==> src/rtl/panda_mem_loader_if.sv <==
// Bus interface for panda_mem_loader: load-control inputs, the input data
// stream and the memory write port. Port names are seen from the loader
// (slave) side. With PANDA_MEM_LOADER_CHECKSUM_EN defined the interface
// also carries checksum_o.
interface panda_mem_loader_if #(
  parameter int DATA_WIDTH = 32,
  parameter int ADDR_WIDTH = 16,
  parameter int CNT_WIDTH  = 11,
  parameter int NB_MEM     = 7
);
  logic                  start_i;
  logic [2:0]            mem_sel_i;
  logic [CNT_WIDTH-1:0]  len_i;
  logic [ADDR_WIDTH-1:0] base_addr_i;
  logic [DATA_WIDTH-1:0] data_i;
  logic                  valid_i;
  logic                  ready_o;
  logic [NB_MEM-1:0]     mem_we_o;
  logic [ADDR_WIDTH-1:0] mem_addr_o;
  logic [DATA_WIDTH-1:0] mem_wdata_o;
  logic [CNT_WIDTH-1:0]  cnt_o;
  logic                  busy_o;
  logic                  done_o;
`ifdef PANDA_MEM_LOADER_CHECKSUM_EN
  logic [DATA_WIDTH-1:0] checksum_o;

  modport slave (
    input  start_i, mem_sel_i, len_i, base_addr_i, data_i, valid_i,
    output ready_o, mem_we_o, mem_addr_o, mem_wdata_o, cnt_o, busy_o, done_o,
    output checksum_o
  );
  modport master (
    output start_i, mem_sel_i, len_i, base_addr_i, data_i, valid_i,
    input  ready_o, mem_we_o, mem_addr_o, mem_wdata_o, cnt_o, busy_o, done_o,
    input  checksum_o
  );
`else
  modport slave (
    input  start_i, mem_sel_i, len_i, base_addr_i, data_i, valid_i,
    output ready_o, mem_we_o, mem_addr_o, mem_wdata_o, cnt_o, busy_o, done_o
  );
  modport master (
    output start_i, mem_sel_i, len_i, base_addr_i, data_i, valid_i,
    input  ready_o, mem_we_o, mem_addr_o, mem_wdata_o, cnt_o, busy_o, done_o
  );
`endif
endinterface

==> src/rtl/panda_mem_loader.sv <==
// panda_mem_loader: engine-side receiver of the PANDA memory-load protocol.
// Accepts a stream of words after a start pulse and writes them, through a
// registered one-hot write port, into the selected PANDA memory starting at
// base_addr. mem_sel 7 drains the stream without writing.
// Optional feature macro: PANDA_MEM_LOADER_CHECKSUM_EN adds checksum_o, a
// running XOR of the words accepted in the current/last transfer.
module panda_mem_loader #(
  parameter int DATA_WIDTH = 32,
  parameter int ADDR_WIDTH = 16,
  parameter int CNT_WIDTH  = 11,
  parameter int NB_MEM     = 7
) (
  input  logic               clk_i,
  input  logic               rst_ni,
  input  logic               clear_i,
  panda_mem_loader_if.slave  bus
);

  typedef enum logic [1:0] {
    IDLE = 2'd0,
    LOAD = 2'd1,
    DONE = 2'd2
  } state_e;

  state_e                state_q, state_d;
  logic [2:0]            sel_q;
  logic [CNT_WIDTH-1:0]  len_q;
  logic [CNT_WIDTH-1:0]  cnt_q;
  logic [ADDR_WIDTH-1:0] base_q;
  logic [ADDR_WIDTH-1:0] addr_q;
  logic [DATA_WIDTH-1:0] wdata_q;
  logic [NB_MEM-1:0]     we_q;
  logic                  hs_s;
  logic                  last_s;
  logic                  start_ok_s;

  // Decode a memory select into its one-hot write enable; NULL (or any
  // select beyond the memory count) gives no enable at all.
  function automatic logic [NB_MEM-1:0] sel_onehot(input logic [2:0] sel);
    logic [NB_MEM-1:0] oh;
    oh = '0;
    if (32'(sel) < NB_MEM) begin
      oh = NB_MEM'(1) << sel;
    end else begin
      oh = '0;
    end
    return oh;
  endfunction

  // A word is taken only in LOAD; cnt never passes len so it saturates there.
  assign hs_s       = bus.valid_i && (state_q == LOAD) && (cnt_q != len_q);
  assign last_s     = hs_s && ((cnt_q + CNT_WIDTH'(1)) == len_q);
  assign start_ok_s = bus.start_i && (state_q == IDLE);

  // State register.
  always_ff @(posedge clk_i or negedge rst_ni) begin
    if (!rst_ni) begin
      state_q <= IDLE;
    end else begin
      state_q <= state_d;
    end
  end

  // Next-state logic; clear overrides every transition.
  always_comb begin
    state_d = state_q;
    case (state_q)
      IDLE: begin
        if (bus.start_i) begin
          state_d = (bus.len_i == '0) ? DONE : LOAD;
        end else begin
          state_d = IDLE;
        end
      end
      LOAD: begin
        if (last_s) begin
          state_d = DONE;
        end else begin
          state_d = LOAD;
        end
      end
      DONE:    state_d = IDLE;
      default: state_d = IDLE;
    endcase
    if (clear_i) begin
      state_d = IDLE;
    end else begin
      state_d = state_d;
    end
  end

  // Parameter latch, word counter and registered memory write port.
  always_ff @(posedge clk_i or negedge rst_ni) begin
    if (!rst_ni) begin
      sel_q   <= 3'd0;
      len_q   <= '0;
      base_q  <= '0;
      cnt_q   <= '0;
      we_q    <= '0;
      addr_q  <= '0;
      wdata_q <= '0;
    end else if (clear_i) begin
      // The write that would have been issued this edge is dropped.
      cnt_q <= '0;
      we_q  <= '0;
    end else begin
      we_q <= '0;
      if (start_ok_s) begin
        sel_q  <= bus.mem_sel_i;
        len_q  <= bus.len_i;
        base_q <= bus.base_addr_i;
        cnt_q  <= '0;
      end else if (hs_s) begin
        cnt_q <= cnt_q + CNT_WIDTH'(1);
        // In drain mode address/data keep their last written values.
        if (sel_q != 3'd7) begin
          we_q    <= sel_onehot(sel_q);
          addr_q  <= base_q + ADDR_WIDTH'(cnt_q);
          wdata_q <= bus.data_i;
        end
      end
    end
  end

`ifdef PANDA_MEM_LOADER_CHECKSUM_EN
  logic [DATA_WIDTH-1:0] csum_q;

  // Running XOR of accepted words, restarted by every accepted start.
  always_ff @(posedge clk_i or negedge rst_ni) begin
    if (!rst_ni) begin
      csum_q <= '0;
    end else if (clear_i) begin
      csum_q <= '0;
    end else if (start_ok_s) begin
      csum_q <= '0;
    end else if (hs_s) begin
      csum_q <= csum_q ^ bus.data_i;
    end
  end

  assign bus.checksum_o = csum_q;
`endif

  assign bus.ready_o     = (state_q == LOAD);
  assign bus.busy_o      = (state_q == LOAD);
  assign bus.done_o      = (state_q == DONE);
  assign bus.mem_we_o    = we_q;
  assign bus.mem_addr_o  = addr_q;
  assign bus.mem_wdata_o = wdata_q;
  assign bus.cnt_o       = cnt_q;

endmodule

==> src/flat_wrapper.sv <==
// flat-port wrapper written by rule: the top's interface ports become plain ports
module panda_mem_loader_flat 
#(
  parameter int DATA_WIDTH = 32,
  parameter int ADDR_WIDTH = 16,
  parameter int CNT_WIDTH  = 11,
  parameter int NB_MEM     = 7
)
  (clk_i, rst_ni, clear_i, bus_start_i, bus_mem_sel_i, bus_len_i, bus_base_addr_i, bus_data_i, bus_valid_i, bus_ready_o, bus_mem_we_o, bus_mem_addr_o, bus_mem_wdata_o, bus_cnt_o, bus_busy_o, bus_done_o);
  panda_mem_loader_if #(.DATA_WIDTH(DATA_WIDTH), .ADDR_WIDTH(ADDR_WIDTH), .CNT_WIDTH(CNT_WIDTH), .NB_MEM(NB_MEM)) bus_i ();
  input  logic clk_i;
  input  logic rst_ni;
  input  logic clear_i;
  input wire logic [$bits(bus_i.start_i)-1:0] bus_start_i;
  input wire logic [$bits(bus_i.mem_sel_i)-1:0] bus_mem_sel_i;
  input wire logic [$bits(bus_i.len_i)-1:0] bus_len_i;
  input wire logic [$bits(bus_i.base_addr_i)-1:0] bus_base_addr_i;
  input wire logic [$bits(bus_i.data_i)-1:0] bus_data_i;
  input wire logic [$bits(bus_i.valid_i)-1:0] bus_valid_i;
  output wire logic [$bits(bus_i.ready_o)-1:0] bus_ready_o;
  output wire logic [$bits(bus_i.mem_we_o)-1:0] bus_mem_we_o;
  output wire logic [$bits(bus_i.mem_addr_o)-1:0] bus_mem_addr_o;
  output wire logic [$bits(bus_i.mem_wdata_o)-1:0] bus_mem_wdata_o;
  output wire logic [$bits(bus_i.cnt_o)-1:0] bus_cnt_o;
  output wire logic [$bits(bus_i.busy_o)-1:0] bus_busy_o;
  output wire logic [$bits(bus_i.done_o)-1:0] bus_done_o;
  assign bus_i.start_i = bus_start_i;
  assign bus_i.mem_sel_i = bus_mem_sel_i;
  assign bus_i.len_i = bus_len_i;
  assign bus_i.base_addr_i = bus_base_addr_i;
  assign bus_i.data_i = bus_data_i;
  assign bus_i.valid_i = bus_valid_i;
  assign bus_ready_o = bus_i.ready_o;
  assign bus_mem_we_o = bus_i.mem_we_o;
  assign bus_mem_addr_o = bus_i.mem_addr_o;
  assign bus_mem_wdata_o = bus_i.mem_wdata_o;
  assign bus_cnt_o = bus_i.cnt_o;
  assign bus_busy_o = bus_i.busy_o;
  assign bus_done_o = bus_i.done_o;
  panda_mem_loader #(.DATA_WIDTH(DATA_WIDTH), .ADDR_WIDTH(ADDR_WIDTH), .CNT_WIDTH(CNT_WIDTH), .NB_MEM(NB_MEM)) u_core (.clk_i(clk_i), .rst_ni(rst_ni), .clear_i(clear_i), .bus(bus_i));
endmodule
==> config.mk <==
export PLATFORM = sky130hd
export DESIGN_NAME = panda_mem_loader_flat
export DESIGN_NICKNAME = d
export VERILOG_FILES = /design/src/rtl/panda_mem_loader_if.sv /design/src/rtl/panda_mem_loader.sv /design/src/flat_wrapper.sv
export SDC_FILE = /design/constraint.sdc
export NUM_CORES = 1
export LEC_CHECK = 0
export CORE_ASPECT_RATIO = 1.2
export CORE_MARGIN = 4
export CORE_UTILIZATION = 49
export DETAILED_ROUTE_END_ITERATION = 8
export GPL_ROUTABILITY_DRIVEN = 0
export PLACE_DENSITY = 0.81
export SYNTH_ARGS = -nofsm -noshare
export SYNTH_HDL_FRONTEND = slang
export SYNTH_SLANG_ARGS = --single-unit
export TNS_END_PERCENT = 30
==> constraint.sdc <==
create_clock -name clk_i -period 2.7 [get_ports clk_i]
set_input_delay 0.405 -clock clk_i [delete_from_list [all_inputs] [get_ports clk_i]]
set_output_delay 0.405 -clock clk_i [all_outputs]
set_load 0.005 [all_outputs]
==> results of run 1 <==
==> cell families (layout without fill, tap and decap cells) <==
logic type / count (synthesis) / count (layout) / share of synthesized area (%)
AOI/OAI and AO/OA: 58 / 58 / 7.54
xor gates and xnor gates: 38 / 38 / 6.73
adders and majority gates: 13 / 13 / 3.44
buffers and inverters: 32 / 176 / 3.72
DFF: 98 / 98 / 49.6
muxes: 62 / 62 / 16.4
and+or+nand+nor: 119 / 119 / 12.5
==> synth_stat cells, drive strengths merged (2+ instances only) <==
master	instances	share of area, %
nand3b	2	0.30
or4	2	0.30
buf	17	2.6
nor3b	7	1.1
a2111oi	2	0.35
nand4	6	0.76
o21bai	2	0.30
nor4	5	0.63
a21oi	11	1.1
nor4b	2	0.35
nor2b	8	1.0
clkbuf	6	0.46
and3	4	0.51
nor2	21	1.6
xor2	14	2.5
o31ai	3	0.46
mux2	62	16
xnor2	24	4.3
nor3	15	1.6
a21o	3	0.46
nand3	8	0.81
nand2	29	2.2
o21ai	23	2.3
inv	9	0.68
dfrtp	98	50
a32oi	2	0.51
a211oi	6	1.0
ha	12	3.0
and4	2	0.35
nand2b	6	0.76
==> metal layers <==
| layer | global-route usage (%) | routed length [um] | vias up |
|---|---|---|---|
| li1 | - | - | 1761 |
| met1 | 25.7 | 4760 | 1832 |
| met2 | 37.7 | 6500 | 130 |
| met3 | 4.92 | 698 | 19 |
| met4 | 7.60 | 238 | 0 |
| met5 | 0 | 0 | - |
==> cell type report <==
type | count | area (um^2) | share of cell area [%]
clock inverters | 7 | 106 | 1.57
clock buffers | 9 | 225 | 3.33
inverters | 9 | 33.8 | 0.499
well taps | 123 | 154 | 2.27
repair buffers | 151 | 1480 | 21.9
flip-flops and latches | 98 | 2450 | 36.2
multi-input cells | 290 | 2320 | 34.2
==> layout by cell type (no fill, tap or decap), types with 4 or more instances in the layout <==
cell             count
xor2_1              14
nand2_1             29
and3_1               4
xnor2_1             24
nor4_1               5
nor2_1              21
clkbuf_16            9
nand3_1              8
nor3_1              13
nor2b_1              8
nand4_1              6
nand2b_1             6
a21oi_1             11
nor3b_1              7
buf_4               16
mux2_2              30
clkdlybuf4s50_1    134
o21ai_0             23
mux2_4              30
a211oi_1             5
inv_1                9
dfrtp_1             98
ha_1                12
==> registers in the layout, indices dropped and copies added, names as in the netlist <==
name,cells
u_core.bus.mem_wdata_o,32
u_core.base_q,16
u_core.bus.mem_addr_o,16
u_core.bus.cnt_o,11
u_core.len_q,11
u_core.bus.mem_we_o,7
u_core.sel_q,3
u_core.state_q,2
==> stage by stage <==
step	utilization, %	setup slack, ns	power [uW]	hold slack, ns
3_5_place_dp	66.3	0.172	3680	0.451
4_1_cts	69.7	0.122	5110	0.0870
5_1_grt	69.7	0.0471	5330	0.118
3_3_place_gp	66.3	0.221	3610	0.441
2_1_floorplan	-	0.386	2790	0.109
6_report	69.7	0.133	5060	0.0666
==> power by group through the flow <==
stage          Sequential, uW  Combinational [uW]  Clock [uW]
2_1_floorplan            2110                 679           0
3_5_place_dp             2140                1540           0
4_1_cts                  2120                1550        1450
6_report                 2120                1520        1420
3_3_place_gp             2130                1490           0
5_1_grt                  2180                1650        1510
==> path summary, 6_finish.rpt <==
kind                                               start                         end  slack (ns)
worst min register to register  u_core.bus.mem_addr_o[6]    u_core.bus.mem_addr_o[6]        0.48
worst max-delay path                 u_core.bus.cnt_o[3]  u_core.bus.mem_wdata_o[20]        0.13
worst max register to register       u_core.bus.cnt_o[3]  u_core.bus.mem_wdata_o[20]        0.13
min in group clk_i              u_core.bus.mem_addr_o[6]    u_core.bus.mem_addr_o[6]        0.48
worst min-delay path                              rst_ni             u_core.len_q[7]        0.07
max in group asynchronous                         rst_ni   u_core.bus.mem_wdata_o[1]        1.95
==> critical path, cell delays in order (launching register included) <==
cell and delay, ns:
dfrtp_1 0.54, xor2_1 0.28, or4_1 0.19, nor3_2 0.06
or4_2 0.70, buf_4 0.32, mux2_4 0.35
==> timing repair <==
action,in CTS,in global routing
hold buffers,0,0
endpoints found under the setup margin,0,1
resized for setup,0,2
hold endpoints to repair,0,0
==> reports/results.tsv, run 1 <==
stage	metric	value	unit
outcome	status	completed	
sta	final count of negative-setup-slack endpoints	0	
global_route	largest net degree at the start of global routing	54	
clocking	clock-pin slew on the worst setup and hold paths	0.07	ns
floorplan	Core Area	9710	um^2
pwr	sequential share of power	41.9	%
hold_path	worst min path class	input pin to async pin	
sta	Max Slew Vio Count	0	
pwr	maximum vdd drop	0.312	mV
final_layout	post-route insts no fill	687	
setup_path	nature of the critical path endpoint	flop	
placed_design	Cells after DPL	671	
sta	fin crit share	95.1	%
pwr	PD cells	748	nW/um^2
sta	worst-margin pin slew	0.603	ns
sta	TNS Setup	0	ns
route	DRT Pass-1 Iters	4	
yosys	Yosys reg bits	98	
global_route	vias in the first global route	3915	
global_route	first-pass GRT wire length	20100	um
route	via count	3742	
sta	Final min period	2.57	ns
route	Via density	5.45	
pwr	Clk pwr share	28.0	%
yosys	Mapped Cells	420	
floorplan	Die Y	118	um
floorplan	row cnt	39	
route	DR DRC count	0	
route	Final ANT Viol Nets	0	
yosys	EDFF count, synth	0	
yosys	Unique masters post-synth	48	
yosys	Async S/R FF share, synth	100	%
clocking	post-CTS setup buffer count	0	
clocking	# H-tree levels	3	
final_layout	share of layout cells above drive strength 1	17.6	%
sta	final hold vios	0	
setup_path	CP Class	flop to flop	
job	max cap viols	0	
yosys	Syn. warnings	0	
placed_design	area post-placement	6430	um^2
route	wire per inst	17.7	um
clocking	Skew-Pair Late Insertion Delay	0.35	ns
yosys	post-synth net total	500	
setup_path	r2r worst-path depth	6	
sta	Final Skew	0.00874	ns
global_route	GRT Util Overall	21.6	%
pwr	sw power	1350	uW
floorplan	Die Width	99.7	um
final_layout	Post-Layout Inst Area	6770	um^2
floorplan	Starting Density	50.9	%
clocking	CTS tree	yes	
final_layout	nets	639	
clocking	clk root buf	clkbuf_16	
pwr	Leak Pwr	0.00292	uW
yosys	Mapped Area	4940	um^2
floorplan	Die ar.	11800	um^2
placed_design	PortBufs	135	
global_route	GRT overflow	0	
setup_path	WP data arrival	2.80	ns
final_layout	Area growth, synth to finish	37.0	%
sta	RSZ-0062 raised after global routing	false	
route	DRT iter0 DRCs	143	
sta	maximum clock frequency	390	MHz
yosys	sequential share of the synthesized area	49.6	%
placed_design	dpl hpwl	9110	um
sta	Rel. slew slack	59.8	%
setup_path	Startpoint Class	flop	
clocking	clk sinks	98	
final_layout	Filler cells	728	
yosys	Top FF cell, synth	dfrtp_1	
clocking	CTS max path bufs	2	
global_route	initial antenna violation count	0	
pwr	Switching Fraction	26.7	%
final_layout	diode count	0	
route	drt total wl	12200	um
clocking	cts bufs inserted	9	
yosys	Avg Inst Size Synth	11.8	um^2
floorplan	IO Pins	136	
setup_path	Data required, critical path	2.93	ns
setup_path	crit path max fanout	27	
pwr	combinational power share	30.1	%
pwr	Pint	3710	uW
(Power assumes the default switching activity.)
==> inputs of run 2 (changes only) <==
--- a/config.mk
+++ b/config.mk
@@ -11,7 +11,8 @@
 export DETAILED_ROUTE_END_ITERATION = 8
 export GPL_ROUTABILITY_DRIVEN = 0
 export PLACE_DENSITY = 0.81
+export SLEW_MARGIN = 0
 export SYNTH_ARGS = -nofsm -noshare
 export SYNTH_HDL_FRONTEND = slang
 export SYNTH_SLANG_ARGS = --single-unit
-export TNS_END_PERCENT = 30
+export TNS_END_PERCENT = 20
==> results of run 2 <==
Final layout, timing and power as in run 1 (identical DEF).
==> inputs of run 3 (changes only) <==
--- a/config.mk
+++ b/config.mk
@@ -9,9 +9,7 @@
 export CORE_MARGIN = 4
 export CORE_UTILIZATION = 49
 export DETAILED_ROUTE_END_ITERATION = 8
-export GPL_ROUTABILITY_DRIVEN = 0
 export PLACE_DENSITY = 0.81
-export SLEW_MARGIN = 0
 export SYNTH_ARGS = -nofsm -noshare
 export SYNTH_HDL_FRONTEND = slang
 export SYNTH_SLANG_ARGS = --single-unit
==> run 3 against run 2 <==
  * Clock power is 14% lower
  * Highest routed layer unchanged
  * Sequential power hardly changed
  * Critical endpoint is now u_core.bus.mem_addr_o[15]
  * Core utilization is 0.50 points lower
  * Register-to-register slack better by 0.02 ns
  * Die area stayed put
  * Power is 3.9% lower
  * Flip-flop and latch count stayed put
  * Maximum frequency is 0.76% higher
  * Setup slack better by 0.019 ns
  * Global-route usage is 0.95 points lower
  * Final cell count stayed put
==> reports/results.tsv, run 3 (synthesis gave the netlist of run 1 again) <==
stage	metric	value	unit	change
global_route	vias in the first global route	3926		was 3915
route	DRT Pass-1 Iters	4		unchanged
global_route	largest net degree at the start of global routing	59		was 54
setup_path	Startpoint Class	flop		unchanged
route	DRT iter0 DRCs	155		was 143
sta	worst-margin pin slew	0.485	ns	was 0.603 ns
job	max cap viols	0		unchanged
setup_path	WP data arrival	2.75	ns	was 2.80 ns
clocking	cts bufs inserted	9		unchanged
final_layout	max reg flops	32		unchanged
clocking	Post-CTS Hold Buffers	0		unchanged
sta	Rel. slew slack	66.8	%	was 59.8%
setup_path	CP peak stage delay	0.53	ns	was 0.70 ns
clocking	CTS max path bufs	2		unchanged
setup_path	crit path max fanout	11		was 27
sta	maximum clock frequency	393	MHz	was 390 MHz
route	DR DRC count	0		unchanged
final_layout	Post-Layout Inst Area	6720	um^2	was 6770 um^2
setup_path	reg-to-reg slack, setup	0.15	ns	was 0.13 ns
final_layout	most frequent cells in the layout	clkdlybuf4s50_1, dfrtp_1, mux2_2, mux2_4, nand2_1		unchanged
sta	TNS Setup	0	ns	unchanged
setup_path	CP Class	flop to flop		unchanged
placed_design	area post-placement	6430	um^2	unchanged
global_route	GRT overflow	0		unchanged
clocking	Skew-Pair Late Insertion Delay	0.34	ns	was 0.35 ns
route	Via density	5.38		was 5.45
final_layout	diode count	0		unchanged
pwr	maximum vdd drop	0.389	mV	was 0.312 mV
final_layout	commonest non-fill, non-tap cell in the layout	clkdlybuf4s50_1		unchanged
setup_path	Data required, critical path	2.91	ns	was 2.93 ns
sta	Max Slew Vio Count	0		unchanged
clocking	CTS resizes	0		unchanged
floorplan	row cnt	39		unchanged
route	drt total wl	11900	um	was 12200 um
floorplan	Starting Density	50.9	%	unchanged
route	via count	3695		was 3742
setup_path	Worst path top cell family by delay	compound AO/OA/AOI/OAI gates		was simple AND/OR/NAND/NOR gates
pwr	Power Total	4870	uW	was 5060 uW
setup_path	CP startpoint	u_core.bus.cnt_o[2]		was u_core.bus.cnt_o[3]
floorplan	Core Area	9710	um^2	unchanged
sta	final hold vios	0		unchanged
clocking	CTS tree	yes		unchanged
floorplan	Die Width	99.7	um	unchanged
floorplan	Die Y	118	um	unchanged
clocking	# H-tree levels	3		unchanged
floorplan	IO Pins	136		unchanged
final_layout	Multi-input gate area	2310	um^2	was 2320 um^2
setup_path	worst reg2reg startpoint	u_core.bus.cnt_o[2]		was u_core.bus.cnt_o[3]
clocking	post-CTS setup buffer count	0		unchanged
pwr	PD cells	724	nW/um^2	was 748 nW/um^2
global_route	GRT Util Overall	20.7	%	was 21.6%
setup_path	nature of the critical path endpoint	flop		unchanged
sta	Final Skew	0.0104	ns	was 0.00874 ns
sta	Final min period	2.55	ns	was 2.57 ns
setup_path	Critical path buffers and inverters	0		was 1
placed_design	dpl hpwl	9190	um	was 9110 um
route	wire per inst	17.3	um	was 17.7 um
global_route	first-pass GRT wire length	19400	um	was 20100 um
setup_path	slowest cell on the critical path	a2111oi_0		was or4_2
clocking	clock-pin slew on the worst setup and hold paths	0.07	ns	about the same
placed_design	PortBufs	135		unchanged
sta	RSZ-0062 raised after global routing	false		unchanged
route	Final ANT Viol Nets	0		unchanged
final_layout	area occupied by registers	2450	um^2	unchanged
outcome	status	completed		unchanged
clocking	clk sinks	98		unchanged
setup_path	CP Cell Sequence	ha_1 -> nor2_1 -> nor3_1 -> o211ai_1 -> a2111oi_0 -> xnor2_1 -> o21ai_0		was xor2_1 -> or4_1 -> nor3_2 -> or4_2 -> buf_4 -> mux2_4
final_layout	nets	639		unchanged
pwr	Leak Pwr	0.00289	uW	was 0.00292 uW
sta	final count of negative-setup-slack endpoints	0		unchanged
global_route	initial antenna violation count	0		unchanged
floorplan	Die ar.	11800	um^2	unchanged
final_layout	Area growth, synth to finish	36.0	%	was 37.0%
final_layout	share of layout cells above drive strength 1	17.2	%	was 17.6%
placed_design	Placer Congestion	0.898		
clocking	clk root buf	clkbuf_16		unchanged
final_layout	Filler cells	713		was 728
sta	fin crit share	94.3	%	was 95.1%
hold_path	worst min path class	input pin to async pin		unchanged
run 3: changes by cell type in the layout (fill, tap and decap cells not counted):
cell        delta
clkbuf_8       +2
clkinv_4       -1
bufinv_16      -2
inv_8          -1
clkinvlp_4     +2
a2111oi_0      +1
clkbuf_1       +1
a2111oi_2      -1
inv_6          -1
run 3: final timing paths:
check	endpoint	cells past startpoint
max	u_core.bus.mem_addr_o[15]	7
min	u_core.base_q[3]	1
max reg2reg	u_core.bus.mem_addr_o[15]	7
min reg2reg	u_core.bus.mem_addr_o[6]	2
max in group asynchronous	u_core.base_q[12]	2
min in group clk_i	u_core.bus.mem_addr_o[6]	2
run 3: per-layer routing:
| metal | part of all wire (%) | track usage (%) |
|---|---|---|
| met1 | 41 | 25.0 |
| met4 | 1.9 | 7.26 |
| met2 | 52 | 35.6 |
| met3 | 5.2 | 4.68 |
| met5 | 0 | 0 |
run 3: final cells by class:
type                            instances  area share [%]
Tap cell                              123            2.29
Timing Repair Buffer                  151            22.0
Multi-Input combinational cell        290            34.4
Sequential cell                        98            36.5
Inverter                                9           0.503
Clock buffer                           12            3.82
Clock inverter                          4           0.484
run 3: metrics by stage:
stage          instances  utilization (%)  setup WS (ns)  hold WS [ns]
2_1_floorplan        420                -          0.386         0.109
3_3_place_gp         671             66.3          0.231         0.416
3_5_place_dp         671             66.3          0.175         0.411
4_1_cts              687             69.2          0.204        0.0517
5_1_grt              687             69.2         0.0630        0.0821
6_report             687             69.2          0.153        0.0476
run 3: power breakdown:
group | leakage, uW | total, uW | switching (uW) | internal [uW]
clock | 0.000136 | 1220 | 541 | 682
sequential | 0.00122 | 2130 | 273 | 1850
combinational | 0.00154 | 1520 | 487 | 1030
total | 0.00289 | 4870 | 1300 | 3570
run 3: worst register-to-register path: cells and delay by family (launching register included):
family | cells | cell delay (ns)
AO/OA/AOI/OAI | 3 | 0.86
XOR/XNOR | 1 | 0.19
adder cells (fa/ha/maj) | 1 | 0.42
flip-flops | 1 | 0.51
AND/OR/NAND/NOR | 2 | 0.45
